<file path="config.mk">
export PLATFORM = sky130hd
export DESIGN_NAME = game_tick_sched
export DESIGN_NICKNAME = d
export VERILOG_FILES = /design/src/rtl/game_pkg.sv /design/src/rtl/tick_divider.sv /design/src/rtl/game_tick_sched.sv
export SDC_FILE = /design/constraint.sdc
export NUM_CORES = 1
export LEC_CHECK = 0
export ABC_AREA = 1
export BUFFER_PORTS_ARGS = -buffer_cell sky130_fd_sc_hd__buf_2
export CORE_MARGIN = 2
export CORE_UTILIZATION = 40
export DETAILED_ROUTE_END_ITERATION = 16
export SYNTH_ARGS = -nofsm -noshare
export SYNTH_HDL_FRONTEND = slang
export SYNTH_SLANG_ARGS = --single-unit
</file>
<file path="constraint.sdc">
create_clock -name clk -period 1.9 [get_ports clk]
set_input_delay 0.19 -clock clk [delete_from_list [all_inputs] [get_ports clk]]
set_output_delay 0.19 -clock clk [all_outputs]
set_load 0.05 [all_outputs]
</file>
<file path="src/rtl/game_pkg.sv">
// Shared definitions for the game-tick scheduling blocks: FSM encoding, default widths, frame timer period.
// Combinational helpers only; no state.
package game_pkg;

    typedef enum logic [1:0] {
        ST_IDLE = 2'd0,
        ST_REQ  = 2'd1,
        ST_GAP  = 2'd2
    } state_t;

    localparam int unsigned DEF_TICK_DIV = 1;
    localparam int unsigned DEF_CNT_W    = 16;
    localparam int unsigned DEF_OVR_W    = 8;
    localparam int unsigned DIV_W        = 8;
    localparam int unsigned TICK_PERIOD  = 5000000;

    function automatic logic busy_of(input state_t s, input logic pending);
        return (s != ST_IDLE) || pending;
    endfunction

endpackage

</file>
<file path="src/rtl/tick_divider.sv">
// Divides a tick pulse stream by DIV; o_qt is combinational on every DIV-th unheld tick.
// Zero latency on o_qt; i_hold freezes the count and discards ticks (no backpressure).
module tick_divider
    import game_pkg::*;
#(
    parameter int unsigned DIV = 1
) (
    input  logic clk,
    input  logic rstn,
    input  logic i_tick,
    input  logic i_hold,
    output logic o_qt
);

    logic [DIV_W-1:0] r_div;
    logic             w_wrap;
    logic             w_take;

    assign w_wrap = (r_div == DIV_W'(DIV - 1));
    assign w_take = i_tick && !i_hold;
    assign o_qt   = w_take && w_wrap;

    always_ff @(posedge clk or negedge rstn) begin
        if (!rstn) begin
            r_div <= '0;
        end else if (w_take) begin
            r_div <= w_wrap ? '0 : r_div + DIV_W'(1);
        end
    end

endmodule

</file>
<file path="src/rtl/game_tick_sched.sv">
// Turns divided frame ticks into a req/ack step handshake with a one-deep pending slot and overrun count.
// Tick-to-req latency 1 cycle; ack holds off new requests, extra ticks are buffered once then counted as overruns.
// Optional GAME_TICK_SINGLE_STEP_EN adds step_i for single-stepping while paused.
module game_tick_sched
    import game_pkg::*;
#(
    parameter int unsigned TICK_DIV = DEF_TICK_DIV,
    parameter int unsigned CNT_W    = DEF_CNT_W,
    parameter int unsigned OVR_W    = DEF_OVR_W
) (
    input  logic             clk,
    input  logic             rstn,
    input  logic             tick_i,
    input  logic             pause_i,
`ifdef GAME_TICK_SINGLE_STEP_EN
    input  logic             step_i,
`endif
    output logic             step_req_o,
    input  logic             step_ack_i,
    output logic             busy_o,
    output logic [CNT_W-1:0] step_cnt_o,
    output logic [OVR_W-1:0] overrun_cnt_o
);

    state_t           r_state;
    logic             r_pending;
    logic             r_req;
    logic             r_busy;
    logic [CNT_W-1:0] r_step_cnt;
    logic [OVR_W-1:0] r_ovr_cnt;

    state_t           w_state_nxt;
    logic             w_pending_nxt;
    logic             w_step_inc;
    logic             w_ovr_inc;
    logic             w_div_qt;
    logic             w_qt;

    tick_divider #(
        .DIV (TICK_DIV)
    ) u_div (
        .clk    (clk),
        .rstn   (rstn),
        .i_tick (tick_i),
        .i_hold (pause_i),
        .o_qt   (w_div_qt)
    );

`ifdef GAME_TICK_SINGLE_STEP_EN
    // Single-step bypasses the divider, so its count is untouched.
    assign w_qt = w_div_qt || (pause_i && step_i);
`else
    assign w_qt = w_div_qt;
`endif

    always_ff @(posedge clk or negedge rstn) begin
        if (!rstn) begin
            r_state   <= ST_IDLE;
            r_pending <= 1'b0;
        end else begin
            r_state   <= w_state_nxt;
            r_pending <= w_pending_nxt;
        end
    end

    always_comb begin
        w_state_nxt   = r_state;
        w_pending_nxt = r_pending;
        w_step_inc    = 1'b0;
        w_ovr_inc     = 1'b0;
        unique case (r_state)
            ST_IDLE: begin
                if (w_qt || r_pending) begin
                    w_state_nxt   = ST_REQ;
                    w_pending_nxt = r_pending && w_qt;
                end
            end
            ST_REQ: begin
                if (step_ack_i) begin
                    w_state_nxt = ST_GAP;
                    w_step_inc  = 1'b1;
                end
                if (w_qt) begin
                    if (r_pending) w_ovr_inc     = 1'b1;
                    else           w_pending_nxt = 1'b1;
                end
            end
            ST_GAP: begin
                // Pending slot is consumed by the request that follows the gap.
                if (w_qt && r_pending) w_ovr_inc = 1'b1;
                if (w_qt || r_pending) begin
                    w_state_nxt   = ST_REQ;
                    w_pending_nxt = 1'b0;
                end else begin
                    w_state_nxt   = ST_IDLE;
                end
            end
            default: begin
                w_state_nxt   = ST_IDLE;
                w_pending_nxt = 1'b0;
            end
        endcase
    end

    always_ff @(posedge clk or negedge rstn) begin
        if (!rstn) begin
            r_req      <= 1'b0;
            r_busy     <= 1'b0;
            r_step_cnt <= '0;
            r_ovr_cnt  <= '0;
        end else begin
            r_req  <= (w_state_nxt == ST_REQ);
            r_busy <= busy_of(w_state_nxt, w_pending_nxt);
            if (w_step_inc) r_step_cnt <= r_step_cnt + CNT_W'(1);
            if (w_ovr_inc && (r_ovr_cnt != '1)) r_ovr_cnt <= r_ovr_cnt + OVR_W'(1);
        end
    end

    assign step_req_o    = r_req;
    assign busy_o        = r_busy;
    assign step_cnt_o    = r_step_cnt;
    assign overrun_cnt_o = r_ovr_cnt;

endmodule

</file>
Word-level counts from Yosys, hierarchy flattened:

Index checks and enable logic that the tools add are counted.

* flip-flop bits (word level): 37
* bits of input ports: 5
* output and inout bits: 26
* logic and storage cells: 39

* add/sub/neg operators: 3
* eq/ne operators: 4
* multiplexer cells: 15
* reductions and logical operators: 10

Operators with widths (number)
* adder 16 x 1 -> 16 bit (second input constant): 1
* adder 8 x 1 -> 8 bit (second input constant): 2
* two-way mux 1 bit: 9
* zero test 8 bit: 1
* two-way mux 8 bit: 1
* != test 8 bit (second input constant): 1
* one-hot mux 2 bit (3 select lines): 1
* == test 2 x 1 -> 1 bit (second input constant): 2
* logical AND 1 bit: 4
* two-way mux 2 bit: 2
* one-hot mux 1 bit (3 select lines): 1
* == test 2 bit (second input constant): 1
* zero test 2 bit: 1
* logical OR 1 bit: 2
* one-hot mux 1 bit (2 select lines): 1
* nonzero test 2 bit: 1
* zero test 1 bit: 1

Depth between registers and ports, before layout:

* depth after elaboration: 8
* gate-level depth with buffers: 10
* mapped depth without buffers: 10

Modules after synthesis:

Synthesis repeated with hierarchy kept, for this count alone.

* cells, all modules: 262
* area total of the unflattened synthesis: 2049.5 um2

By module, submodules not included
* game_tick_sched: instances 1, cells each 193, area an instance 1557.7 um2, sequential area each 725.7 um2
* tick_divider: instances 1, cells each 69, area an instance 491.7 um2, sequential area each 200.2 um2

Least setup slack after synthesis:

OpenSTA, ideal clock, no wires.

* path kind: register to register
* start point: register r_ovr_cnt[0] (netlist: overrun_cnt_o[0])
* end point: register r_ovr_cnt[0] (netlist: overrun_cnt_o[0])
* setup time: 145 ps
* data arrival time: 1683 ps
* required time: 1755 ps
* slack: 72 ps
* cell stages (with the launch flop): 8
* buffers on the path: 0
* clock period less this slack: 1828 ps
* cell sequence: dfrtp_1 -> ha_1 -> nand2_1 -> nor2_1 -> nand2_1 -> nor3_2 -> nor2_4 -> xor2_1

* cells in the longest elaborated chain, start to end: 2
* elaborated cells on any way between the ends: 3
* those cells by class: add/sub: 1; eq/ne: 1; reduce/logical: 1

Ends and longest elaborated chain
* start: declaration: line game_tick_sched.sv:30 `logic [OVR_W-1:0] r_ovr_cnt;`
* start signal: assignment: line game_tick_sched.sv:115 `if (w_ovr_inc && (r_ovr_cnt != '1)) r_ovr_cnt <= r_ovr_cnt + OVR_W'(1);`
* branches (longest 2 deep; another with adder 8 x 1 -> 8 bit)

Several ways; the timed one is not identified.
A chain may end at the register's enable or synchronous reset.

Worst setup path after layout:

* start point: register r_state[1]
* end point: register r_step_cnt[13] (netlist: step_cnt_o[13])

* cells in the longest elaborated chain, start to end: 2

Ends and longest elaborated chain
* start: declaration: line game_tick_sched.sv:25 `state_t r_state;`
* start signal: assignment: line game_tick_sched.sv:61 `r_state <= w_state_nxt;`
* == test 2 x 1 -> 1 bit: line game_tick_sched.sv:71 `unique case (r_state)`
* two-way mux 1 bit: line game_tick_sched.sv:71
* end signal: assignment: line game_tick_sched.sv:114 `if (w_step_inc) r_step_cnt <= r_step_cnt + CNT_W'(1);`
* end: declaration: line game_tick_sched.sv:29 `logic [CNT_W-1:0] r_step_cnt;`

No other way between the ends.

==> results.json <==
{
  "critPathMaxFanout": 7,
  "routedWlPerCell_um": 10.2,
  "fin_ws_ns": 0.204,
  "min_path_type": "in2reg",
  "synthMuxAreaShare": 0,
  "synth_seq_cells": 37,
  "synth_area_um2": 1950,
  "cts_tree": "built",
  "finalHoldViolCount": 0,
  "grt_max_degree": 38,
  "nets": 281,
  "finalCritPeriodShare": 0.893,
  "placement.io_buffers": 30,
  "tightestPinTransition_ns": 0.462,
  "initial_core_util": 0.413,
  "power_density_nw_per_um2": 1040,
  "crit_path_end_kind": "flip-flop",
  "period_minus_slack_ns": 1.70,
  "vias_per_cell": 4.41,
  "postSynthCellCount": 229,
  "ys_seq_area_frac": 0.475,
  "grt-ovfl-total": 0,
  "num_rows": 25,
  "dieArea_um2": 5450,
  "rsz0062_at_grt": "no",
  "fmax_ghz": 0.590,
  "totalWireLength_um": 3410,
  "final_common_cell": "nand2_1",
  "avgSynthCellArea_um2": 8.52,
  "slew-limit-headroom": 0.692,
  "cp.required_ns": 2.08,
  "crit_arrival_ns": 1.88,
  "ant_nets": 0,
  "clk_path_buf_depth": 2,
  "finalClockSkew_ns": 0.00318,
  "fin_tns_setup_ns": 0,
  "numClockSinks": 37,
  "synth-simple-area-share": 0.282,
  "die_w_um": 73.8,
  "status": "finished, final reports clean",
  "drt-pass1-iter-count": 4,
  "synth_fa_ha_area_frac": 0.0513,
  "irDropWorstVdd_mv": 0.401,
  "cap_violations": 0,
  "synth_xor_area_frac": 0.0943,
  "htreeDepth": 2,
  "drt_iter0_drc": 82,
  "groute.usage.overall": 0.140,
  "leakagePower_nw": 1.30,
  "synth_cell_types": 21,
  "numCtsBuffers": 5,
  "synth-compound-area-share": 0.0244,
  "start_kind": "flip-flop",
  "final_cell_mix": "nand2_1, inv_1, dfrtp_1",
  "drc": 0,
  "grt_first_pass_wirelength_um": 5890,
  "ctsRootBufferMaster": "clkbuf_8",
  "syn_nets": 242,
  "hold_ws_ns": 0.243,
  "fp.dieH_um": 73.8,
  "core_um2": 4720,
  "crit_type": "reg2reg",
  "gp_congestion": 0.767,
  "synth_top_family_by_area": "simple AND/OR/NAND/NOR gates",
  "clk_latency_ns": 0.28,
  "io-pin-count": 31,
  "dp_hpwl_um": 2580,
  "syn_to_final_growth_pct": 19.9,
  "finalSetupViolations": 0,
  "drive_gt1_frac": 0.186,
  "dp_slack_ns": 0.133,
  "ys_warn_count": 0,
  "grt_pass1_vias": 1367,
  "power_mw": 2.44,
  "vias": 1483,
  "antenna_found_initial": 0,
  "path_clk_slew_ns": 0.07,
  "antenna_cells_inserted": 0,
  "final_max_slew_viol_count": 0
}
[final cells by class]
| type | count | area, um^2 |
|---|---|---|
| inverters | 38 | 143 |
| fillers | 478 | 2380 |
| repair buffers | 32 | 168 |
| flip-flops and latches | 37 | 926 |
| well taps | 67 | 83.8 |
| clock buffers | 5 | 68.8 |
| clock inverters | 3 | 65.1 |
| multi-input cells | 154 | 885 |
[flip-flops by register name, summed over array words and instances, names as in the netlist]
name and cells:
r_pending 1, busy_o 1, r_state 2, u_div.r_div 8, step_req_o 1, step_cnt_o 16, overrun_cnt_o 8
[stage by stage]
| stage | util | cell area (um^2) | instances |
|---|---|---|---|
| after CTS | 0.495 | 2340 | 336 |
| after floorplan | - | 1950 | 229 |
| after global routing | 0.495 | 2340 | 336 |
| after detailed placement | 0.464 | 2190 | 327 |
| final | 0.495 | 2340 | 336 |
| after global placement | 0.464 | 2190 | 327 |
[final timing paths]
path,slack (ns),end,start,depth (start not counted)
worst max-delay path,0.20,step_cnt_o[13],r_state[1],9
worst min-delay path,0.24,step_cnt_o[0],step_ack_i,3
worst max register to register,0.20,step_cnt_o[13],r_state[1],9
worst min register to register,0.48,step_cnt_o[15],step_cnt_o[15],1
max in group asynchronous,1.10,overrun_cnt_o[7],rstn,3
min in group asynchronous,0.47,u_div.r_div[5],rstn,3
[critical path, stage by stage, from the launching register on]
cell and delay [ns]:
dfrtp_1 0.40, inv_1 0.11, ha_2 0.25, nand2_4 0.10
nor3_4 0.21, nand2_2 0.12, nor2_4 0.14, nand2_1 0.08
xor2_1 0.13, inv_1 0.06
[cells by family (layout without fill, tap and decap cells)]
logic type      count (synthesis)  count (layout)
compound gates                  9               9
xor+xnor                       21              21
fa+ha+maj                       8               8
buf+inv                        38              78
flops                          37              37
simple gates                  116             116
[power by group]
| part | switching, mW | internal (mW) |
|---|---|---|
| Sequential | 0.117 | 0.908 |
| Clock | 0.274 | 0.521 |
| Combinational | 0.416 | 0.200 |
| Total | 0.807 | 1.63 |
[layer usage]
metal	part of all wire	up-vias	GRT usage
met2	0.45	22	0.212
met5	0	-	0
met3	0.040	4	0.0425
met1	0.50	673	0.189
met4	0.015	0	0.0485
li1	-	784	-
[cells in the mapped netlist]
master,n,share of area
o21a_1,1,0.0039
nor3_1,4,0.010
nor3b_1,1,0.0039
nor3_4,1,0.0083
nand2_2,1,0.0032
o21ai_0,6,0.015
nand3_1,11,0.028
nand4_2,1,0.0064
nand2_4,1,0.0058
inv_1,38,0.073
ha_1,8,0.051
xor2_1,13,0.058
nor2_1,21,0.040
nor2_4,4,0.023
nand4_1,9,0.029
nor3_2,1,0.0051
dfrtp_1,37,0.47
xnor2_1,8,0.036
nand2_1,60,0.12
or2_2,1,0.0032
a21oi_1,2,0.0051
[what timing repair did]
item / CTS / global route
gates resized for setup: 0 / 1
hold endpoints to repair: 37 / 0
buffers inserted: 0 / 0
endpoints found under the setup margin: 0 / 2
hold buffers: 1 / 0
(Power assumes the default switching activity.)
